[src/rtl/pe_gnt_enc_w512.sv]
// Registered one-hot-to-binary grant encoder with 2-entry skid FIFO and priority pointer.
// Define PE_ONEHOT_CHK_EN to add the sticky err_onehot one-hot violation flag.
module pe_gnt_enc_w512 #(
    parameter int WIDTH = 512,
    parameter int IDXW  = 9
) (
    input  logic             clk,
    input  logic             rst_n,
    input  logic [WIDTH-1:0] Gnt,
    input  logic             valid,
    output logic             ready,
    output logic [IDXW-1:0]  out_idx,
    output logic             out_valid,
    input  logic             out_ready,
    input  logic             ptr_load,
    input  logic [IDXW-1:0]  ptr_load_val,
    output logic [IDXW-1:0]  prio_ptr
`ifdef PE_ONEHOT_CHK_EN
    ,
    output logic             err_onehot
`endif
);

    // OR-based encode: a non-one-hot grant yields the OR of all set positions.
    function automatic logic [IDXW-1:0] enc_or(input logic [WIDTH-1:0] g);
        logic [IDXW-1:0] r;
        r = '0;
        for (int i = 0; i < WIDTH; i++) begin
            for (int k = 0; k < IDXW; k++) begin
                if (i[k]) r[k] = r[k] | g[i];
            end
        end
        return r;
    endfunction

    logic [IDXW-1:0] enc_idx;
    logic [IDXW-1:0] tail_idx;
    logic [1:0]      count;
    logic [1:0]      count_next;
    logic            push;
    logic            pop;

    assign enc_idx   = enc_or(Gnt);
    assign push      = valid && ready;
    assign pop       = out_valid && out_ready;
    assign out_valid = (count != 2'd0);

    always_comb begin
        count_next = count;
        if (push && !pop)      count_next = count + 2'd1;
        else if (pop && !push) count_next = count - 2'd1;
    end

    // out_idx is the head register itself; tail_idx holds the skid entry.
    always_ff @(posedge clk or negedge rst_n) begin
        if (!rst_n) begin
            count    <= 2'd0;
            ready    <= 1'b1;
            out_idx  <= '0;
            tail_idx <= '0;
        end else begin
            count <= count_next;
            ready <= (count_next < 2'd2);
            case (count)
                2'd0: begin
                    if (push) out_idx <= enc_idx;
                end
                2'd1: begin
                    if (push && pop) out_idx  <= enc_idx;
                    else if (push)   tail_idx <= enc_idx;
                end
                default: begin
                    if (pop) out_idx <= tail_idx;
                end
            endcase
        end
    end

    always_ff @(posedge clk or negedge rst_n) begin
        if (!rst_n) begin
            prio_ptr <= '0;
        end else if (ptr_load) begin
            prio_ptr <= ptr_load_val;
        end else if (pop) begin
            prio_ptr <= out_idx + IDXW'(1);
        end
    end

`ifdef PE_ONEHOT_CHK_EN
    always_ff @(posedge clk or negedge rst_n) begin
        if (!rst_n) begin
            err_onehot <= 1'b0;
        end else if (push && !$onehot(Gnt)) begin
            err_onehot <= 1'b1;
        end
    end
`endif

endmodule

[config.mk]
export PLATFORM = sky130hd
export DESIGN_NAME = pe_gnt_enc_w512
export DESIGN_NICKNAME = d
export VERILOG_FILES = /design/src/rtl/pe_gnt_enc_w512.sv
export SDC_FILE = /design/constraint.sdc
export NUM_CORES = 1
export LEC_CHECK = 0
export CAP_MARGIN = 0
export CORE_AREA = 3 3 211 213
export DETAILED_ROUTE_END_ITERATION = 12
export DIE_AREA = 0 0 214 216
export PLACE_DENSITY = 0.4
export RECOVER_POWER = 50
export SLEW_MARGIN = 20
export SYNTH_ARGS = -nofsm -noshare
export SYNTH_HDL_FRONTEND = slang
export SYNTH_SLANG_ARGS = --single-unit --ignore-timing --ignore-initial --compat-mode --unroll-limit 50000
[constraint.sdc]
create_clock -name clk -period 2 [get_ports clk]
set_input_delay 0.4 -clock clk [delete_from_list [all_inputs] [get_ports clk]]
set_output_delay 0.4 -clock clk [all_outputs]
set_load 0.1 [all_outputs]
---- Word level (Yosys, flattened, before mapping) ----
Cells that the tools add are included.
operators by class
  order comparisons ....................... 1
  divide/modulo/power cells ............... 0
  reductions and logical operators ........ 13
  multipliers ............................. 0
  shift operators ......................... 0
  muxes and demuxes ....................... 8
  bitwise gates (word level) .............. 2,296
  $add $sub $neg .......................... 3
  equal/unequal tests ..................... 3
operator list
  cell                 count
  $or 1x1->1           2,295
  $mux 9               5
  $pmux 9 s2           1
  $add 9x1->9 const B  1
  $reduce_and 3->1     2
  $logic_and 1x1->1    5
  $mux 2               2
  $ne 2x2->1 const B   2
  $reduce_bool 2->1    2
  $reduce_bool 3->1    1
  $add 2x1->2 const B  1
  $eq 2x1->1 const B   1
  $logic_not 1->1      2
  $logic_not 2->1      1
  $lt 2x2->1 const B   1
  $sub 2x1->2 const B  1
  $not 1->1            1
word-level totals
  latch bits .............................. 0
  RAM bits ................................ 0
  logic and storage cells ................. 2,329
  memories ................................ 0
  output and inout port bits .............. 20
  input port bits ......................... 526
  bits in read-only memories .............. 0
  register bits ........................... 30

---- Longest topological paths before layout ----
Gate-level depths: netlist of run 1.
  word-level depth ........................ 257
  mapped depth ............................ 11
  depth with buffers taken out ............ 11

---- Least setup slack after synthesis of run 1 ----
No wires, ideal clock.
  path kind ............................... register to register
  start point ............................. register count[0]
  end point ............................... register out_idx[0]
  setup time .............................. 0.069 ns
  path buffers ............................ 0
  cell stages (with the launch flop) ...... 11
  path slack .............................. -0.742 ns
  data arrival time ....................... 2.673 ns
  data required time ...................... 1.931 ns
  cell sequence ........................... dfrtp_1 -> inv_1 -> ha_1 -> inv_1 -> nand2_1 -> clkinv_1 -> ha_1 -> inv_1 -> a221oi_1 -> and3_1 -> a221o_1
on the way
  cells in the longest elaborated chain, start to end .. 5
ends and longest elaborated chain
  element                                RTL line  RTL
  start, declared                        38        logic [1:0] count;
  start signal, assigned                 62        count <= count_next;
  $reduce_bool 2->1 (*)                  46        assign out_valid = (count != 2'd0);
  net out_valid                          13        output logic out_valid,
  $logic_and 1x1->1 (*)                  45        assign pop = out_valid && out_ready;
  $logic_and 1x1->1                      69        if (push && pop) out_idx <= enc_idx;
  $ne 2x2->1 (no source line)            --
  $reduce_and 3->1 (no source line) (*)  --
  end signal, assigned                   66        if (push) out_idx <= enc_idx;
  end signal, assigned                   69
  end signal, assigned                   73        if (pop) out_idx <= tail_idx;
  end, declared                          12        output logic [IDXW-1:0] out_idx,
The timed path passes the listed nets; every way through them passes the cells marked *.
A chain may end at the register's enable or synchronous reset.

---- Final worst setup path of run 1 ----
  start point ............................. input Gnt[478]
  end point ............................... register out_idx[6]
on the way
  cells in the longest elaborated chain, start to end .. 36
ends and longest elaborated chain
  element                        RTL line  RTL
  start, declared                9         input logic [WIDTH-1:0] Gnt,
  $or 1x1->1 (*) (34 in series)  30        if (i[k]) r[k] = r[k] | g[i];
  $mux 9 (on tied branches)      69, 66
  $pmux 9 s2 (*)                 64        case (count)
Mark *: on every way between the ends. The rest lies on a longest branch, timed or not. The select of a mux whose other input is x is not followed.

==> results_dict.tcl, run 1 <==
set metrics [dict create \
    synthMostInstantiatedCell "nor4_1" \
    worstPathArrival_ps 2270 \
    hp-class "reg -> reg" \
    synth_flop_cell "dfrtp_1" \
    drtIter0Drc 445 \
    setup_viol_count_final 14 \
    seq_area_frac_synth 0.186 \
    ant_nets 0 \
    cts_tree "yes" \
    vias 9721 \
    clockRootBuffer "clkbuf_16" \
    slew_headroom 0.449 \
    reg2reg_from "count[0]$_DFFE_PN0P_" \
    dieHeight_um 216 \
    grt_setup_unrepaired "true" \
    holdPathStages 1 \
    fin_skew_ps 6.08 \
    worst_pin_slew_ps 827 \
    clkLatencyLatePin_ps 280 \
    yosysTopAreaCell "nor4_1" \
    design.core.area_um2 42900 \
    r2r_slack_ps 70 \
    drive_gt1_frac 0.678 \
    port_buffers 544 \
    worstPathCellList "buf_4 -> buf_6 -> nor4_4 -> nand4_1 -> buf_4 -> nor4_4 -> nand4_1 -> a221o_1" \
    p_leak_nw 6.46 \
    grt_pass1_vias 10721 \
    setup_ws_ps -109 \
    synth_area_um2 4040 \
    hold_end "tail_idx[1]$_DFFE_PN0P_" \
    synth_area_leaders "nor4_1 40%, dfrtp_1 18%, nand4_1 14%, nor4_2 4.6%, or4_1 2.6%" \
    die_area_um2 46200 \
    wl_per_cell_um 27.5 \
    powerDensity_nw_per_um2 471 \
    syn_to_final_growth_pct 295 \
    worstRegToRegCells 9 \
    clkTransAtPathRegs_ps 60 \
    grt.total_usage 0.239 \
    grt_pass1_wl_mm 79.5 \
    avgSynthCellArea_um2 7.52 \
    totalWireLength_mm 58.2 \
    period_minus_slack_ps 2110 \
    first_pass_iters 5 \
    fp-row-count 76 \
    path_buf_inv 3 \
    hold_viol_final 0 \
    post-route-drc-count 0 \
    crit-reg2reg-capture "out_idx[8]$_DFFE_PN0P_" \
    max_freq_mhz 474 \
    pin_count 546 \
    ys_async_sr_fraction 1.00 \
    htree_levels 2 \
    synth.net_count 1070 \
    initial_utilization 0.0942 \
    irDropWorstVdd_mv 0.405 \
    clockBufferDepth 2 \
    slew_viol_final 0 \
    synth_edf_count 0 \
    grt_start_max_net_pins 31 \
    grt.overflow.total 0 \
    synthTopCellsByCount "259 x nor4_1, 91 x nand4_1, 29 x dfrtp_1" \
    critical_path_class "in -> reg" \
    cp-end-kind "flip-flop" \
    period_share 1.05 \
    dp_cells 2038 \
    final_area_um2 16000 \
    ys_warn_count 0 \
    worstSetupStartpointType "primary input" \
    placedInstanceArea_um2 13200 \
    cpLargestDelayFamily "simple AND/OR/NAND/NOR gates" \
    cp.required_ps 2160 \
    clock_sinks 30 \
    synthDominantCellAreaShare 0.401 \
    drv_cap 0 \
    ys_ff_latch 30 \
    syn_inst 537 \
    failed_checks "setup timing" \
    routed_via_density 4.59 \
    dieWidth_um 214 \
    antenna_found_initial 17 \
    nets 2055 \
    cts_made_buffers 5 \
    critical-path-slowest-cell "a221o_1" \
    yosysUniqueCellTypes 35 \
    crit_path_max_fanout 3 \
    final_cells 2118 \
    critPathMaxStageDelay_ps 370 \
    outcome "complete, but fails checks" \
    holdCritStartpoint "tail_idx[1]$_DFFE_PN0P_" \
    place_hpwl_mm 52.0 \
    gp_congestion 0.965 \
]
## area by class of cell
class,count,area [um^2]
diodes,10,25.0
clock buffers,6,139
clock inverters,2,60.1
fillers,4489,26900
inverters,7,35.0
multi-input cells,495,6270
flip-flops and latches,30,756
well taps,585,732
repair buffers,983,7960
## placed cells by master (no fill, tap or decap), types with 3 or more instances in the layout
cell,count
xor2_1,5
nor4_4,166
nand3_1,7
buf_4,403
dlygate4sd2_1,145
or4_1,4
nand4_1,91
clkdlybuf4s15_1,60
a21oi_1,4
inv_2,3
clkdlybuf4s15_2,56
a31oi_1,8
mux2i_1,5
ha_4,4
or4_4,11
clkdlybuf4s50_1,22
a221o_1,6
o21ai_0,13
ha_1,3
mux2_4,5
clkbuf_2,71
buf_6,59
nor2_1,14
nand2_1,14
nor4_1,34
diode_2,10
buf_12,15
dlymetal6s2s_1,8
buf_8,7
nor4_2,74
dfrtp_1,29
and3_1,6
buf_2,136
nor3_1,3
clkbuf_16,5
## logic make-up after synthesis
kind of cell	count (synthesis)	synth area share
and+or+nand+nor	436	0.683
buffers and inverters	12	0.0130
xor gates and xnor gates	7	0.0152
AOI/OAI and AO/OA	35	0.0548
muxes	10	0.0263
DFF	30	0.186
adders and majority gates	7	0.0217
## worst max path at each step
stage	from	depth (start not counted)	slack [ps]	endpoint
floorplan	count[0]$_DFFE_PN0P_	11	-380	out_idx[1]$_DFFE_PN0P_
detailed placement	Gnt[297]	8	-1240	out_idx[3]$_DFFE_PN0P_
CTS	Gnt[155]	8	-140	out_idx[4]$_DFFE_PN0P_
global route	Gnt[495]	9	-170	out_idx[8]$_DFFE_PN0P_
global placement	Gnt[73]	7	-1360	out_idx[3]$_DFFE_PN0P_
finish	Gnt[478]	8	-110	out_idx[6]$_DFFE_PN0P_
## routing by layer
metal	vias up	share of wire	global-route usage
met3	76	0.056	0.0503
met5	-	0.00079	0
met1	4748	0.42	0.290
met2	424	0.50	0.430
li1	4467	-	-
met4	6	0.024	0.0587
## stage by stage
stage	power, mW	utilization	setup TNS [ps]	hold slack, ps	setup WS (ps)
finish	7.53	0.373	-374	506	-109
CTS	7.49	0.367	-568	504	-143
detailed placement	6.28	0.309	-18330	489	-1240
global route	7.87	0.372	-1570	522	-167
global placement	6.28	0.308	-19070	486	-1360
floorplan	3.36	-	-5400	104	-384
## worst reg2reg max path: cells and delay by family (launching register included)
family | cells | cell delay, ps
fa+ha+maj | 1 | 170
flops | 1 | 400
simple gates | 2 | 340
compound gates | 3 | 540
buf+inv | 3 | 380
## where the power goes
group          switching [mW]  leakage [nW]  internal, mW  total, mW
Sequential              0.343         0.326         0.867       1.21
Combinational            3.04          6.03          2.24       5.28
Clock                   0.290        0.0971         0.748       1.04
Total                    3.67          6.46          3.86       7.53
## sequential cells by signal, indices dropped and copies added (netlist names)
signal    flops
tail_idx      9
ready         1
out_idx       9
count         2
prio_ptr      9
## timing repair
item	CTS	global route
endpoints found under the setup margin	18	18
hold buffers	0	0
gates resized for setup	1554	277
setup buffers	60	16
endpoints found under the hold margin	0	0
pin swaps	288	105
Note: power is estimated with default switching activity, not from simulation.
==> inputs of run 2 (changes only) <==
SETUP_SLACK_MARGIN = 0.02   (was not set)
==> results_dict.tcl, run 2 (synthesized netlist as in run 1, its figures left out) <==
set metrics [dict create \
    grt.total_usage 0.239 \
    critical-path-slowest-cell "or4_4" \
    clockRootBuffer "clkbuf_16" \
    outcome "complete, but fails checks" \
    design.core.area_um2 42900 \
    vias 9710 \
    worstPathCellList "clkdlybuf4s15_1 -> buf_4 -> nor4_4 -> buf_4 -> nand4_1 -> or4_4 -> nor4_4 -> a31oi_1" \
    nets 2067 \
    clkLatencyLatePin_ps 290 \
    grt_setup_unrepaired "true" \
    p_comb_frac 0.700 \
    drtIter0Drc 485 \
    slew_viol_final 0 \
    crit_path_max_fanout 3 \
    hold_viol_final 0 \
    clockBufferDepth 2 \
    setup_ws_ps -110 \
    critical_path_class "in -> reg" \
    drv_cap 0 \
    wl_per_cell_um 27.2 \
    antenna_found_initial 16 \
    hold_buffers 0 \
    htree_levels 2 \
    dieHeight_um 216 \
    regArea_um2 756 \
    hp-class "reg -> reg" \
    grt_pass1_wl_mm 79.7 \
    port_buffers 544 \
    grt_pass1_vias 10817 \
    seqPwrFrac 0.161 \
    multi_input_area_um2 6060 \
    fin_hold_ws_ps 507 \
    dieWidth_um 214 \
    cts_tree "yes" \
    ant_nets 0 \
    setup_viol_count_final 14 \
    failed_checks "setup timing" \
    clock_sinks 30 \
    placedInstanceArea_um2 13200 \
    critPathMaxStageDelay_ps 450 \
    mostFrequentLayoutCell "buf_4" \
    die_area_um2 46200 \
    grt.overflow.total 0 \
    fp-row-count 76 \
    totalWireLength_mm 57.9 \
    first_pass_iters 5 \
    cts_made_buffers 5 \
    routed_via_density 4.56 \
    p_int_mw 3.87 \
    switching_power_mw 3.64 \
    period_minus_slack_ps 2110 \
    path_buf_inv 3 \
    nFillCells 4491 \
    gp_congestion 0.965 \
    max_freq_mhz 474 \
    reg.largest.list "out_idx x9, prio_ptr x9, tail_idx x9" \
    switching_share 0.485 \
    dp_slack_ps -1240 \
    worstSetupStartpointType "primary input" \
    period_share 1.05 \
    final_area_um2 16000 \
    p_leak_nw 6.49 \
    cp-end-kind "flip-flop" \
    cp.required_ps 2150 \
    irDropWorstVdd_mv 0.403 \
    pin_count 546 \
    syn_to_final_growth_pct 295 \
    clkTransAtPathRegs_ps 60 \
    cpLargestDelayFamily "simple AND/OR/NAND/NOR gates" \
    drive_gt1_frac 0.653 \
    clkPwrFrac 0.139 \
    post-route-drc-count 0 \
    fin_skew_ps 7.93 \
    powerDensity_nw_per_um2 470 \
    initial_utilization 0.0942 \
    place_hpwl_mm 52.0 \
    final_cell_mix "420 x buf_4, 159 x dlygate4sd2_1, 151 x nor4_4, 118 x buf_2, 91 x nand4_1" \
    worstPathArrival_ps 2260 \
    worst_pin_slew_ps 832 \
    grt_start_max_net_pins 31 \
    slew_headroom 0.446 \
]
[run 2: cell count changes in the layout (fill, tap and decap cells not counted), moves of 3 or more]
cell / change
buf_2: -18
buf_4: +17
buf_6: -3
clkbuf_2: -12
clkdlybuf4s15_1: +13
clkdlybuf4s50_1: +3
dlygate4sd2_1: +14
nor4_1: +13
nor4_4: -15
[run 2: final timing paths]
check	start	cells after the start	slack, ps	to
min	tail_idx[1]$_DFFE_PN0P_	1	510	tail_idx[1]$_DFFE_PN0P_
min in group asynchronous	rst_n	2	760	prio_ptr[7]$_DFFE_PN0P_
max	Gnt[299]	8	-110	out_idx[3]$_DFFE_PN0P_
max in group asynchronous	rst_n	2	720	out_idx[2]$_DFFE_PN0P_
max reg2reg	count[0]$_DFFE_PN0P_	9	80	out_idx[6]$_DFFE_PN0P_
min reg2reg	tail_idx[1]$_DFFE_PN0P_	1	510	tail_idx[1]$_DFFE_PN0P_
[run 2: repair_timing]
action / CTS / global route
resized for setup: 1499 / 233
setup endpoints to repair: 18 / 18
setup buffers: 58 / 19
pin swaps: 278 / 119
[run 2: worst reg2reg max path, stage by stage, from the launching register on]
cell and delay, ps:
dfrtp_1 400, inv_2 60, ha_4 170, buf_4 160, nor3_1 180, buf_4 160
a21oi_2 40, o21ai_2 160, nor2_4 140, a221o_1 340
[run 2: power by group through the flow]
stage               combinational, mW  clock (mW)  sequential (mW)
finish                           5.25        1.04             1.21
global route                     5.53        1.08             1.24
CTS                              5.24        1.05             1.21
detailed placement               5.06           0             1.22
global placement                 5.06           0             1.22
floorplan                        1.26           0             2.10
[run 2: cell type report]
type                       instances  area share
tap                              585      0.0458
sequential                        30      0.0473
clock buffer                       6     0.00869
clock inverter                     2     0.00376
timing repair buffer             995       0.512
multi-input combinational        495       0.379
inverter                           7     0.00219
antenna                            9     0.00141
[run 2: through the flow]
| stage | total power [mW] | instances | setup TNS (ps) | utilization |
|---|---|---|---|---|
| 2_1_floorplan | 3.36 | 537 | -5400 | - |
| 3_3_place_gp | 6.28 | 2038 | -19070 | 0.308 |
| 3_5_place_dp | 6.28 | 2038 | -18330 | 0.309 |
| 4_1_cts | 7.50 | 2103 | -968 | 0.370 |
| 5_1_grt | 7.85 | 2129 | -2040 | 0.373 |
| 6_report | 7.51 | 2129 | -770 | 0.373 |
[run 2: per-layer routing]
metal / vias up / GRT usage / part of all wire
met1: 4695 / 0.291 / 0.42
met3: 79 / 0.0482 / 0.058
met2: 427 / 0.429 / 0.50
li1: 4503 / - / -
met4: 6 / 0.0618 / 0.025
met5: - / 0 / 0.00066
==> inputs of run 3 (changes only) <==
CORE_AREA = 2 2 210 212   (was 3 3 211 213)
DIE_AREA = 0 0 212 214   (was 0 0 214 216)
==> results_dict.tcl, run 3 (synthesized netlist as in run 1, its figures left out) <==
set metrics [dict create \
    drive_gt1_frac 0.680 \
    multi_input_area_um2 6260 \
    vias 9913 \
    syn_to_final_growth_pct 307 \
    totalWireLength_mm 59.8 \
    fin_hold_ws_ps 508 \
    setup_ws_ps -151 \
    reg.largest.list "out_idx x9, prio_ptr x9, tail_idx x9" \
    worstRegToRegCells 11 \
    fp-row-count 76 \
    grt_pass1_wl_mm 81.2 \
    crit_end "out_idx[2]$_DFFE_PN0P_" \
    nFillCells 4488 \
    crit-reg2reg-capture "out_idx[7]$_DFFE_PN0P_" \
    hp-class "reg -> reg" \
    fin_skew_ps 6.37 \
    crit_path_start "Gnt[87]" \
    irDropWorstVdd_mv 0.425 \
    design.core.area_um2 42900 \
    clock_sinks 30 \
    dieHeight_um 214 \
    first_pass_iters 5 \
    drv_cap 0 \
    p_leak_nw 6.73 \
    outcome "complete, but fails checks" \
    hold_buffers 0 \
    port_buffers 544 \
    final_cells 2167 \
    powerDensity_nw_per_um2 469 \
    failed_checks "setup timing" \
    final_cell_mix "463 x buf_4, 162 x nor4_4, 146 x dlygate4sd2_1, 128 x buf_2, 91 x nand4_1" \
    cts_made_buffers 5 \
    reg2reg_from "count[0]$_DFFE_PN0P_" \
    grt_setup_unrepaired "true" \
    setup_viol_count_final 18 \
    slew_viol_final 0 \
    ant_nets 0 \
    cp.required_ps 2160 \
    hold_viol_final 0 \
    clkTransAtPathRegs_ps 60 \
    die_area_um2 45400 \
    post-route-drc-count 0 \
    regArea_um2 756 \
    crit_path_max_fanout 2 \
    routed_via_density 4.57 \
    worst_pin_slew_ps 849 \
    cp-end-kind "flip-flop" \
    drtIter0Drc 513 \
    clockRootBuffer "clkbuf_16" \
    place_hpwl_mm 53.9 \
    wl_per_cell_um 27.6 \
    dp_cells 2076 \
    nets 2107 \
    gp_congestion 0.969 \
    slew_headroom 0.434 \
    dieWidth_um 212 \
    grt_pass1_vias 10913 \
    r2r_slack_ps 0 \
    antenna_found_initial 25 \
    critical_path_class "in -> reg" \
    mostFrequentLayoutCell "buf_4" \
    worstPathArrival_ps 2310 \
    cts_tree "yes" \
    grt.total_usage 0.254 \
    grt_start_max_net_pins 31 \
    period_minus_slack_ps 2150 \
    clkLatencyLatePin_ps 280 \
    initial_utilization 0.0942 \
    period_share 1.08 \
    grt.overflow.total 0 \
    clockBufferDepth 2 \
    pin_count 546 \
    worstSetupStartpointType "primary input" \
    max_freq_mhz 465 \
    htree_levels 2 \
]
==> run 3: cell types whose count changed in the layout (fill, tap and decap cells not counted), sizes merged <==
cell | before | now
dlygate4sd2 | 159 | 146
clkdlybuf4s50 | 25 | 45
clkdlybuf4s15 | 127 | 117
buf | 616 | 666
clkbuf | 65 | 59
diode | 9 | 7
dlymetal6s2s | 8 | 7
==> run 3: what timing repair did <==
item | CTS | global route
gates resized for setup | 1537 | 225
pin swaps | 279 | 119
endpoints found under the setup margin | 18 | 18
endpoints found under the hold margin | 0 | 0
buffers inserted | 61 | 21
==> run 3: cell type report <==
cell class | instances | area share
Timing Repair Buffer | 1035 | 0.513
Multi-Input combinational cell | 495 | 0.381
Sequential cell | 30 | 0.0460
Tap cell | 585 | 0.0446
Clock buffer | 6 | 0.00846
Clock inverter | 2 | 0.00366
Inverter | 7 | 0.00213
Antenna cell | 7 | 0.00107
==> run 3: power by group <==
part / switching [mW] / total [mW] / internal (mW)
registers: 0.334 / 1.20 / 0.867
clock network: 0.301 / 1.05 / 0.748
logic: 3.11 / 5.44 / 2.34
==> run 3: through the flow <==
step / setup slack (ps) / instance area [um^2] / total power [mW] / setup TNS, ps / utilization
after floorplan: -384 / 4160 / 3.36 / -5400 / -
after global placement: -1240 / 13500 / 6.36 / -18900 / 0.315
after detailed placement: -1230 / 13500 / 6.38 / -18770 / 0.315
after CTS: -119 / 16100 / 7.65 / -869 / 0.376
after global routing: -206 / 16400 / 8.02 / -2560 / 0.383
final: -151 / 16400 / 7.70 / -1610 / 0.383
==> run 3: critical path, cell delays in order <==
cell	delay, ps
buf_8	100
nor4_4	320
buf_4	200
nand4_1	220
buf_4	210
or4b_4	520
nor3_4	220
a31oi_1	110
==> run 3: worst min-delay path by stage <==
stage,start,to,depth (start not counted)
after detailed placement,tail_idx[8]$_DFFE_PN0P_,tail_idx[8]$_DFFE_PN0P_,1
after CTS,tail_idx[8]$_DFFE_PN0P_,tail_idx[8]$_DFFE_PN0P_,1
after global routing,tail_idx[7]$_DFFE_PN0P_,tail_idx[7]$_DFFE_PN0P_,1
after global placement,tail_idx[8]$_DFFE_PN0P_,tail_idx[8]$_DFFE_PN0P_,1
after floorplan,rst_n,count[0]$_DFFE_PN0P_,0
final,tail_idx[8]$_DFFE_PN0P_,tail_idx[8]$_DFFE_PN0P_,1
==> run 3: routing by layer <==
layer  vias to the layer above  track usage  wire length, um
li1                       4571            -                -
met1                      4792        0.322            25400
met2                       471        0.462            29800
met3                        71       0.0406             3680
met4                         8       0.0263              876
met5                         -            0               49
